## config.mk

```make
export PLATFORM = sky130hd
export DESIGN_NAME = seq_multiplier
export DESIGN_NICKNAME = d
export VERILOG_FILES = /design/src/rtl/seq_multiplier_pkg.sv /design/src/rtl/seq_multiplier_adder.sv /design/src/rtl/seq_multiplier.sv
export SDC_FILE = /design/constraint.sdc
export NUM_CORES = 1
export LEC_CHECK = 0
export ABC_AREA = 1
export CAP_MARGIN = 20
export CORE_AREA = 2 2 108 110
export CTS_BUF_LIST = sky130_fd_sc_hd__clkbuf_4
export DETAILED_ROUTE_END_ITERATION = 10
export DIE_AREA = 0 0 110 112
export PLACE_DENSITY_LB_ADDON = 0.1
export SYNTH_ARGS = -nofsm -noshare
export SYNTH_HDL_FRONTEND = slang
export SYNTH_HIERARCHICAL = 1
export SYNTH_SLANG_ARGS = --single-unit
```

## constraint.sdc

```tcl
create_clock -name clk -period 2.55 [get_ports clk]
set_input_delay 0.3825 -clock clk [delete_from_list [all_inputs] [get_ports clk]]
set_output_delay 0.3825 -clock clk [all_outputs]
set_load 0.05 [all_outputs]
```

## src/rtl/seq_multiplier_pkg.sv

```systemverilog
// Shared types and width constants for the sequential shift-and-add multiplier.
package seq_mul_pkg;
  typedef enum logic [1:0] {IDLE, BUSY, DONE} state_t;

  localparam int MUL_W     = 16;
  localparam int MUL_STEPS = 16;
  localparam int CNT_W     = 5;
  localparam int PROD_W    = 2 * MUL_W;
endpackage

```

## src/rtl/seq_multiplier_adder.sv

```systemverilog
// 16-bit two-level carry-lookahead adder (4-bit groups); overflow is the unsigned carry-out.
module adder
  import seq_mul_pkg::*;
(
  input  logic [MUL_W-1:0] a,
  input  logic [MUL_W-1:0] b,
  output logic [MUL_W-1:0] sum,
  output logic             overflow
);
  localparam int GROUPS = MUL_W / 4;

  // Carry into each of four bit positions, given the carry into position 0.
  function automatic logic [3:0] cla4(input logic [3:0] g, input logic [3:0] p, input logic cin);
    logic [3:0] c;
    c[0] = cin;
    c[1] = g[0] | (p[0] & cin);
    c[2] = g[1] | (p[1] & g[0]) | (p[1] & p[0] & cin);
    c[3] = g[2] | (p[2] & g[1]) | (p[2] & p[1] & g[0]) | (p[2] & p[1] & p[0] & cin);
    return c;
  endfunction

  function automatic logic gen4(input logic [3:0] g, input logic [3:0] p);
    return g[3] | (p[3] & g[2]) | (p[3] & p[2] & g[1]) | (p[3] & p[2] & p[1] & g[0]);
  endfunction

  logic [MUL_W-1:0]  bit_g, bit_p, carry;
  logic [GROUPS-1:0] grp_g, grp_p, grp_c;

  assign bit_g = a & b;
  assign bit_p = a ^ b;

  for (genvar k = 0; k < GROUPS; k++) begin : g_grp
    assign grp_g[k]          = gen4(bit_g[4*k +: 4], bit_p[4*k +: 4]);
    assign grp_p[k]          = &bit_p[4*k +: 4];
    assign carry[4*k +: 4]   = cla4(bit_g[4*k +: 4], bit_p[4*k +: 4], grp_c[k]);
  end

  assign grp_c    = cla4(grp_g, grp_p, 1'b0);
  assign overflow = gen4(grp_g, grp_p);
  assign sum      = bit_p ^ carry;
endmodule

```

## src/rtl/seq_multiplier.sv

```systemverilog
// Sequential 16x16 shift-and-add multiplier with valid/ready handshakes on both sides.
// Define SEQ_MUL_SIGNED_EN for two's-complement operands and product.
module seq_multiplier
  import seq_mul_pkg::*;
(
  input  logic              clk,
  input  logic              rst,
  input  logic              in_valid,
  output logic              in_ready,
  input  logic [MUL_W-1:0]  a,
  input  logic [MUL_W-1:0]  b,
  output logic              out_valid,
  input  logic              out_ready,
  output logic [PROD_W-1:0] product
);
  state_t           state_q, state_d;
  logic [MUL_W-1:0] mcand_q, mcand_d;
  logic [MUL_W-1:0] acc_hi_q, acc_hi_d;
  logic [MUL_W-1:0] acc_lo_q, acc_lo_d;
  logic [CNT_W-1:0] cnt_q, cnt_d;
  logic [MUL_W-1:0] add_sum, step_s;
  logic             add_carry, step_c;

  adder u_adder (
    .a        (acc_hi_q),
    .b        (mcand_q),
    .sum      (add_sum),
    .overflow (add_carry)
  );

  assign in_ready  = (state_q == IDLE) && !rst;
  assign out_valid = (state_q == DONE);

`ifdef SEQ_MUL_SIGNED_EN
  logic neg_q, neg_d;

  // |-32768| wraps to 0x8000, which is the correct unsigned magnitude.
  function automatic logic [MUL_W-1:0] mag(input logic [MUL_W-1:0] v);
    return v[MUL_W-1] ? (~v + MUL_W'(1)) : v;
  endfunction

  logic [PROD_W-1:0] raw_prod;
  assign raw_prod = {acc_hi_q, acc_lo_q};
  assign product  = neg_q ? (~raw_prod + PROD_W'(1)) : raw_prod;
`else
  assign product = {acc_hi_q, acc_lo_q};
`endif

  always_comb begin
    state_d  = state_q;
    mcand_d  = mcand_q;
    acc_hi_d = acc_hi_q;
    acc_lo_d = acc_lo_q;
    cnt_d    = cnt_q;
`ifdef SEQ_MUL_SIGNED_EN
    neg_d    = neg_q;
`endif
    step_c = 1'b0;
    step_s = acc_hi_q;
    if (acc_lo_q[0]) begin
      step_c = add_carry;
      step_s = add_sum;
    end

    unique case (state_q)
      IDLE: begin
        if (in_valid && in_ready) begin
`ifdef SEQ_MUL_SIGNED_EN
          mcand_d  = mag(a);
          acc_lo_d = mag(b);
          neg_d    = a[MUL_W-1] ^ b[MUL_W-1];
`else
          mcand_d  = a;
          acc_lo_d = b;
`endif
          acc_hi_d = '0;
          cnt_d    = '0;
          state_d  = BUSY;
        end
      end
      BUSY: begin
        // Multiplier bits retire from acc_lo's LSB while product bits fill its MSB.
        acc_hi_d = {step_c, step_s[MUL_W-1:1]};
        acc_lo_d = {step_s[0], acc_lo_q[MUL_W-1:1]};
        cnt_d    = cnt_q + CNT_W'(1);
        if (cnt_q == CNT_W'(MUL_STEPS - 1)) state_d = DONE;
      end
      DONE: begin
        if (out_ready) state_d = IDLE;
      end
      default: state_d = IDLE;
    endcase
  end

  always_ff @(posedge clk) begin
    if (rst) begin
      state_q  <= IDLE;
      mcand_q  <= '0;
      acc_hi_q <= '0;
      acc_lo_q <= '0;
      cnt_q    <= '0;
`ifdef SEQ_MUL_SIGNED_EN
      neg_q    <= 1'b0;
`endif
    end else begin
      state_q  <= state_d;
      mcand_q  <= mcand_d;
      acc_hi_q <= acc_hi_d;
      acc_lo_q <= acc_lo_d;
      cnt_q    <= cnt_d;
`ifdef SEQ_MUL_SIGNED_EN
      neg_q    <= neg_d;
`endif
    end
  end
endmodule
```

* Word-level counts from Yosys, hierarchy flattened
Index checks and enable logic that the tools add are counted.
** Word-level totals
- Flip-flop bits (word level) :: 55
- Input port bits :: 36
- Output and inout port bits :: 34
** Cells by class
- $add $sub $neg :: 1
- Equal/unequal tests :: 6
- Mux-type cells :: 12
- Bitwise logic cells :: 102
- Reduce and logical (&&, ||, !) cells :: 11
** Operators by type and width (number)
- $pmux W16 S2 :: 2
- $and A1 B1 Y1 :: 60
- $mux W16 :: 3
- $or A1 B1 Y1 :: 39
- $xor A16 B16 Y16 :: 2
- $and A16 B16 Y16 :: 1
- $reduce_and A4 Y1 :: 3
- $pmux W5 S2 :: 1
- $mux W2 :: 3
- $pmux W2 S3 :: 1
- $add A5 B1 Y5 const B :: 1
- $eq A5 B4 Y1 const B :: 1
- $mux W5 :: 1
- $ne A2 B1 Y1 const B :: 2
- $reduce_and A2 Y1 :: 2
- $reduce_and A3 Y1 :: 1
- $eq A2 B1 Y1 const B :: 1
- $eq A2 B2 Y1 const B :: 1
- $logic_and A1 B1 Y1 :: 2
- $logic_not A2 Y1 :: 1
- $ne A2 B2 Y1 const B :: 1
- $reduce_bool A2 Y1 :: 1
- $logic_not A1 Y1 :: 1
- $mux W1 :: 1

* Longest topological paths before layout
Gate-level depths: netlist of run 1.
- Depth after elaboration :: 13
- Mapped depth :: 13
- Mapped depth without buffers :: 13

* Modules after synthesis
The synthesis of run 1 kept the hierarchy.
** Modules (own cells, without submodules)
- seq_multiplier :: times used 1, cells each 370, area each 2597.5 um2, seq. area each 1101.1 um2
- adder :: times used 1, cells each 113, area each 701.9 um2, seq. area each 0.0 um2

* Least setup slack after synthesis of run 1
OpenSTA, ideal clock, no wires.
- Kind :: register to register
- Start point :: reg acc_hi_q[3]
- End point :: reg acc_hi_q[12]
- Library setup time :: 0.132 ns
- Arrival :: 2.228 ns
- Slack :: 0.190 ns
- Cell stages (with the launch flop) :: 11
- Period minus slack after synthesis :: 2.360 ns
- Cell sequence :: dfxtp_1 -> ha_1 -> or2_0 -> nand2_1 -> nand2_2 -> nand2_1 -> nand3_2 -> fa_1 -> xor2_1 -> o21ai_0 -> a21oi_1
** Between the ends
- Longest elaborated chain between the ends :: 12
- Elaborated cells on any way between the ends :: 17
- Classes of those cells :: mux (2); bitwise (15)
** RTL lines
- start: declaration :: RTL line seq_multiplier.sv:18 : logic [MUL_W-1:0] acc_hi_q, acc_hi_d;
- start signal: assignment :: RTL line seq_multiplier.sv:108 : acc_hi_q <= acc_hi_d;
- $xor A16 B16 Y16 :: RTL line seq_multiplier_adder.sv:30 : assign bit_p = a ^ b;
- $and A1 B1 Y1 :: RTL line seq_multiplier_adder.sv:23 : return g[3] | (p[3] & g[2]) | (p[3] & p[2] & g[1]) | (p[3] & p[2] & p[1] & g[0]);
- $or A1 B1 Y1 / $and A1 B1 Y1 (equally long branches) (2 in a row) :: RTL line seq_multiplier_adder.sv:23
- $or A1 B1 Y1 * :: RTL line seq_multiplier_adder.sv:23
- $and A1 B1 Y1 * :: RTL line seq_multiplier_adder.sv:18 : c[3] = g[2] | (p[2] & g[1]) | (p[2] & p[1] & g[0]) | (p[2] & p[1] & p[0] & cin);
- $or A1 B1 Y1 * :: RTL line seq_multiplier_adder.sv:18
- $and A1 B1 Y1 * :: RTL line seq_multiplier_adder.sv:16 : c[1] = g[0] | (p[0] & cin);
- $or A1 B1 Y1 * :: RTL line seq_multiplier_adder.sv:16
- $xor A16 B16 Y16 * :: RTL line seq_multiplier_adder.sv:40 : assign sum = bit_p ^ carry;
- named net add_sum[13] :: RTL line seq_multiplier.sv:21 : logic [MUL_W-1:0] add_sum, step_s;
- $mux W16 * :: RTL line seq_multiplier.sv:60 : if (acc_lo_q[0]) begin
- $pmux W16 S2 * :: RTL line seq_multiplier.sv:65 : unique case (state_q)
The timed path passes the listed nets; every way through them passes the cells marked *.
A chain may end at the register's enable or synchronous reset.

* Worst setup path after layout of run 1
Same ends and word-level chain as after synthesis.

==> out/results.tsv, run 1 <==
metric	value	unit
# hold bufs at CTS	0	
Netlist cell types	26	
Static Leak	1.91	nW
initial antenna violation count	0	
max_cap viols	0	
Avg WL per Cell	13.2	um
Rows	39	
initial drt markers	118	
via count	3234	
Initial Utilization	0.295	
first-pass GRT wire length	15.4	mm
RSZ-0062 raised after global routing	false	
vias in the first global route	3148	
latest clock arrival within the worst-skew pair	0.40	ns
H-tree Lvls	2	
Worst EP required	2.85	ns
setup TNS	0	ns
GRT Total Usage	0.156	
yosys synthesis warning count	6	
Setup crit end kind	flip-flop	
Antenna Nets Post-Route	0	
P&R area growth vs syn	26.6	%
largest net degree at the start of global routing	58	
CORE AREA	11200	sq um
critical path startpoint category	flip-flop	
die area	12300	sq um
hpwl dp	6.24	mm
Hold Crit Class	flip-flop to flip-flop	
Post-Syn Instances	483	
Max-Slew Margin vs Limit	0.608	
Syn Std Cell Area	3300	sq um
GPL Wtd Cong	0.797	
measured slew at the worst slew-check pin	0.586	ns
Placed Area	4120	sq um
layout cells sized above 1	0.0555	
clk buf depth	2	
CTS tree	yes	
root buffer cell	clkbuf_4	
Num Clock Sinks	55	
Worst Path Max Fanout	4	
IO buf count	69	
antenna diode count	0	
VDD IR max	0.178	mV
drt via density	4.73	
Syn Area/Cell	6.83	sq um
Final min period	2.19	ns
register area share after synthesis	0.334	
Residual DRC	0	
# setup viols final	0	
num ports	70	
nets	598	
Pre-antenna DRT Iters	4	
register bit count reported by yosys	55	
Fmax achieved	456	MHz
crit path kind	flip-flop to flip-flop	
Mapped Nets	541	
Max Clock Skew	0.00677	ns
GR Overflow Total	0	
pwr dens	458	nW/um^2
Critical Path AT	2.49	ns
Horiz. Die Dim	110	um
TritonCTS buffer count	5	
Die H	112	um
DRT Wirelength	9.02	mm
Slew Limit Fails	0	
Final Instance Area	4180	sq um
Hold Violations, Final	0	
Reg clk slew, reported paths	0.16	ns
fin crit share	0.859	
status	finished clean	
==> worst paths after layout <==
kind / from / to / slack (ns) / depth (start not counted)
max: acc_hi_q[3] / acc_hi_q[12] / 0.36 / 10
min: mcand_q[2] / mcand_q[2] / 0.48 / 2
max reg2reg: acc_hi_q[3] / acc_hi_q[12] / 0.36 / 10
min reg2reg: mcand_q[2] / mcand_q[2] / 0.48 / 2
==> cell usage after synthesis, drive strengths merged <==
cell type	number	area, sq um
a21o	1	7.51
nand4	2	12.5
nor3	1	16.3
nand3	66	340
nand3b	15	113
a21oi	59	295
nand2	117	447
inv	32	120
or2	4	25.0
ha	18	225
clkbuf	5	18.8
fa	4	80.1
a221oi	1	8.76
dfxtp	55	1100
xor2	6	52.6
o21ai	16	80.1
nor2	56	210
buf	25	146
==> report_power, final <==
group	internal (mW)	total [mW]	switching, mW
registers	0.909	0.949	0.0405
clock network	0.114	0.408	0.294
logic	0.216	0.554	0.339
==> flip-flops by register name, indices dropped and copies added (netlist names) <==
register  cells
cnt_q         5
state_q       2
mcand_q      16
acc_hi_q     16
acc_lo_q     16
==> cell usage in the layout, fill, tap and decap left out, drive strengths merged <==
cell type and n:
clkdlybuf4s50 67, dfxtp 55, nand4 2, xor2 6, clkinv 2, nand3 66
dlymetal6s2s 1, nand2 117, ha 18, nor3 1, clkbuf 6, a21oi 59
fa 4, a21o 1, nand3b 15, nor2 56, buf 12, a221oi 1
o21ai 16, inv 32, or2 4
==> critical path, cell delays in order, from the launching register on <==
cell     delay (ns)
dfxtp_1        0.37
ha_1           0.34
or2_0          0.22
nand2_1        0.08
nand2_2        0.08
nand2_1        0.08
nand3_2        0.11
fa_1           0.40
xor2_1         0.17
o21ai_0        0.16
a21oi_1        0.09
==> logic make-up (layout without fill, tap and decap cells) <==
logic type,after synthesis,in the layout,share of synthesized area
buffers and inverters,62,120,0.0865
XOR/XNOR,6,6,0.0159
AND/OR/NAND/NOR,261,261,0.353
AO/OA/AOI/OAI,77,77,0.119
adder cells (fa/ha/maj),22,22,0.0925
flip-flops,55,55,0.334
==> stage by stage <==
step | std cells | hold WS, ns | util | total power [mW] | setup WS [ns]
global placement | 676 | 0.462 | 0.369 | 1.53 | 0.452
CTS | 684 | 0.487 | 0.374 | 1.95 | 0.0469
detailed placement | 676 | 0.465 | 0.369 | 1.53 | 0.361
floorplan | 483 | 0.447 | - | 1.33 | 0.190
global route | 684 | 0.511 | 0.374 | 2.03 | 0.277
finish | 684 | 0.482 | 0.374 | 1.91 | 0.359
==> routing by layer <==
layer | vias up | track usage | share of wire
li1 | 1691 | - | -
met1 | 1482 | 0.209 | 0.47
met2 | 53 | 0.257 | 0.49
met3 | 8 | 0.0281 | 0.035
met4 | 0 | 0.0405 | 0.011
met5 | - | 0 | 0
==> repair_timing <==
action / in CTS / in global routing
resized for setup: 0 / 1
buffers inserted: 0 / 0
endpoints found under the setup margin: 0 / 1
==> layout make-up <==
class	instances	area [sq um]
clock buffer	6	45.0
clock inverter	2	7.51
fill	1216	7000
inverter	32	120
multi-input combinational	366	1910
sequential	55	1100
tap	143	179
timing repair buffer	80	811
Note: power is estimated with default switching activity, not from simulation.
==> inputs of run 2 (changes only) <==
DONT_BUFFER_PORTS = 1   (was not set)
==> run 2 against run 1 <==
Via count decreased by 6.9%. Non-clock buffer count is 50 lower. Core utilization fell by 4.7 points. Maximum frequency rose by 2.3%. First-iteration DRC count grew 42%. Cell count shrank 7.3%. Flip-flop and latch count stayed put. Worst hold slack worse by 0.44 ns. Combinational power is 36% lower. Critical path type is now flip-flop to primary output. Largest power group unchanged. Highest routed layer unchanged.
==> out/results.tsv, run 2 (synthesized netlist as in run 1, its figures left out) <==
metric	value	unit	change
status	finished clean		
Max-Slew Margin vs Limit	0.613		+0.00525
pwr dens	520	nW/um^2	+14%
GR Overflow Total	0		unchanged
first-pass GRT wire length	14.7	mm	-4.7%
Static Leak	1.74	nW	-8.9%
setup TNS	0	ns	unchanged
worst r2r src	acc_hi_q[3]		
Avg WL per Cell	14.3	um	+8.7%
layout cells sized above 1	0.0937		+0.0382
Critical Path AT	1.76	ns	-0.73 ns
dpl ws	0.421	ns	+0.0594 ns
Antenna Nets Post-Route	0		unchanged
Worst EP required	2.17	ns	-0.68 ns
vias in the first global route	2939		-6.6%
RSZ-0062 raised after global routing	false		
Fin Hold WS	0.0373	ns	-0.444 ns
critical path's slowest cell	dfxtp_1		
Worst path max stage delay	0.53	ns	+0.13 ns
GPL Wtd Cong	0.758		-4.9%
critical path cell sequence	nor3_4 -> buf_4		
PnR worst setup slack	0.408	ns	+0.0488 ns
clk buf depth	2		unchanged
die area	12300	sq um	unchanged
worst path bufs/invs	1		+1
drt via density	4.75		+0.41%
initial drt markers	168		+42%
Worst Setup SP	state_q[0]		
CTS tree	yes		
crit path kind	flip-flop to primary output		
antenna diode count	0		unchanged
Final min period	2.14	ns	-0.0488 ns
Largest regs	acc_hi_q (16), acc_lo_q (16), mcand_q (16)		
HP Start	rst		
VDD IR max	0.270	mV	+51%
fin util	0.326		-0.0474
Residual DRC	0		unchanged
Hold Violations, Final	0		unchanged
IO buf count	0		-100%
hpwl dp	6.12	mm	-1.9%
DRT Wirelength	9.09	mm	+0.77%
nets	548		-8.4%
Non-Filler Instances	634		-7.3%
most common cell after layout, fill and taps aside	nand2_1		
root buffer cell	clkbuf_4		
WHS Path Cells	1		-1
via count	3010		-6.9%
Horiz. Die Dim	110	um	unchanged
largest net degree at the start of global routing	40		-31%
H-tree Lvls	2		unchanged
TritonCTS buffer count	5		unchanged
Slew Limit Fails	0		unchanged
GRT Total Usage	0.152		-0.00472
fin crit share	0.840		-0.0191
num ports	70		unchanged
Num Clock Sinks	55		unchanged
most frequent cells in the layout	nand2_1, nand3_1, a21oi_1, nor2_1, dfxtp_1		
reg2reg end	acc_hi_q[12]		
fillcell total	1213		-0.25%
FF-to-FF setup slack	0.43	ns	+0.07 ns
latest clock arrival within the worst-skew pair	0.41	ns	about the same
Hold Crit Class	input port to flip-flop		
Setup crit end kind	primary output		
Reg clk slew, reported paths	0.18	ns	+0.02 ns
Initial Utilization	0.295		unchanged
Rows	39		unchanged
total power	1.90	mW	-0.83%
WHS Endpoint	acc_hi_q[2]		
CORE AREA	11200	sq um	unchanged
P&R area growth vs syn	10.5	%	
critical path startpoint category	flip-flop		
max_cap viols	0		unchanged
Post CTS Setup Buffer Count	0		unchanged
Max Clock Skew	0.0202	ns	+0.0135 ns
placed insts	622		-8.0%
measured slew at the worst slew-check pin	0.579	ns	-0.00676 ns
Die H	112	um	unchanged
Pre-antenna DRT Iters	5		+1
Final Instance Area	3650	sq um	-13%
Worst Path Max Fanout	13		+9
# setup viols final	0		unchanged
Fmax achieved	467	MHz	+2.3%
R2R cell count	10		unchanged
CP top delay family	flip-flops		
initial antenna violation count	0		unchanged
Placed Area	3520	sq um	-15%
-- run 2: what timing repair did --
item | 4_1_cts | 5_1_grt
hold endpoints to repair | 2 | 26
resized for setup | 0 | 0
hold buffers | 1 | 3
-- run 2: worst register-to-register path: cells and delay by family, from the launching register on --
kind	cells	cell delay, ns
DFF	1	0.35
AOI/OAI and AO/OA	2	0.23
xor gates and xnor gates	1	0.16
adders and majority gates	2	0.73
and+or+nand+nor	5	0.56
-- run 2: power breakdown --
| group | switching, mW | total [mW] | internal (mW) |
|---|---|---|---|
| registers | 0.130 | 1.04 | 0.908 |
| clock network | 0.300 | 0.503 | 0.202 |
| logic | 0.231 | 0.355 | 0.124 |
-- run 2: metal layers --
metal / vias up / track usage / wire [um]
met5: - / 0 / 0
met4: 0 / 0.0405 / 119
met3: 8 / 0.0486 / 598
met2: 58 / 0.253 / 4390
met1: 1354 / 0.186 / 3980
li1: 1590 / - / -
-- run 2: worst max-delay path by stage --
stage | endpoint | cells after the start
floorplan | acc_hi_q[12] | 10
global placement | acc_hi_q[12] | 10
detailed placement | acc_hi_q[12] | 10
CTS | in_ready | 2
global route | in_ready | 2
finish | in_ready | 2
-- run 2: layout make-up --
class | count | area [sq um] | share of cell area
Multi-Input combinational cell | 366 | 1910 | 0.525
Tap cell | 143 | 179 | 0.0491
Clock inverter | 3 | 38.8 | 0.0106
Inverter | 32 | 120 | 0.0329
Timing Repair Buffer | 30 | 258 | 0.0707
Sequential cell | 55 | 1100 | 0.302
Clock buffer | 5 | 37.5 | 0.0103
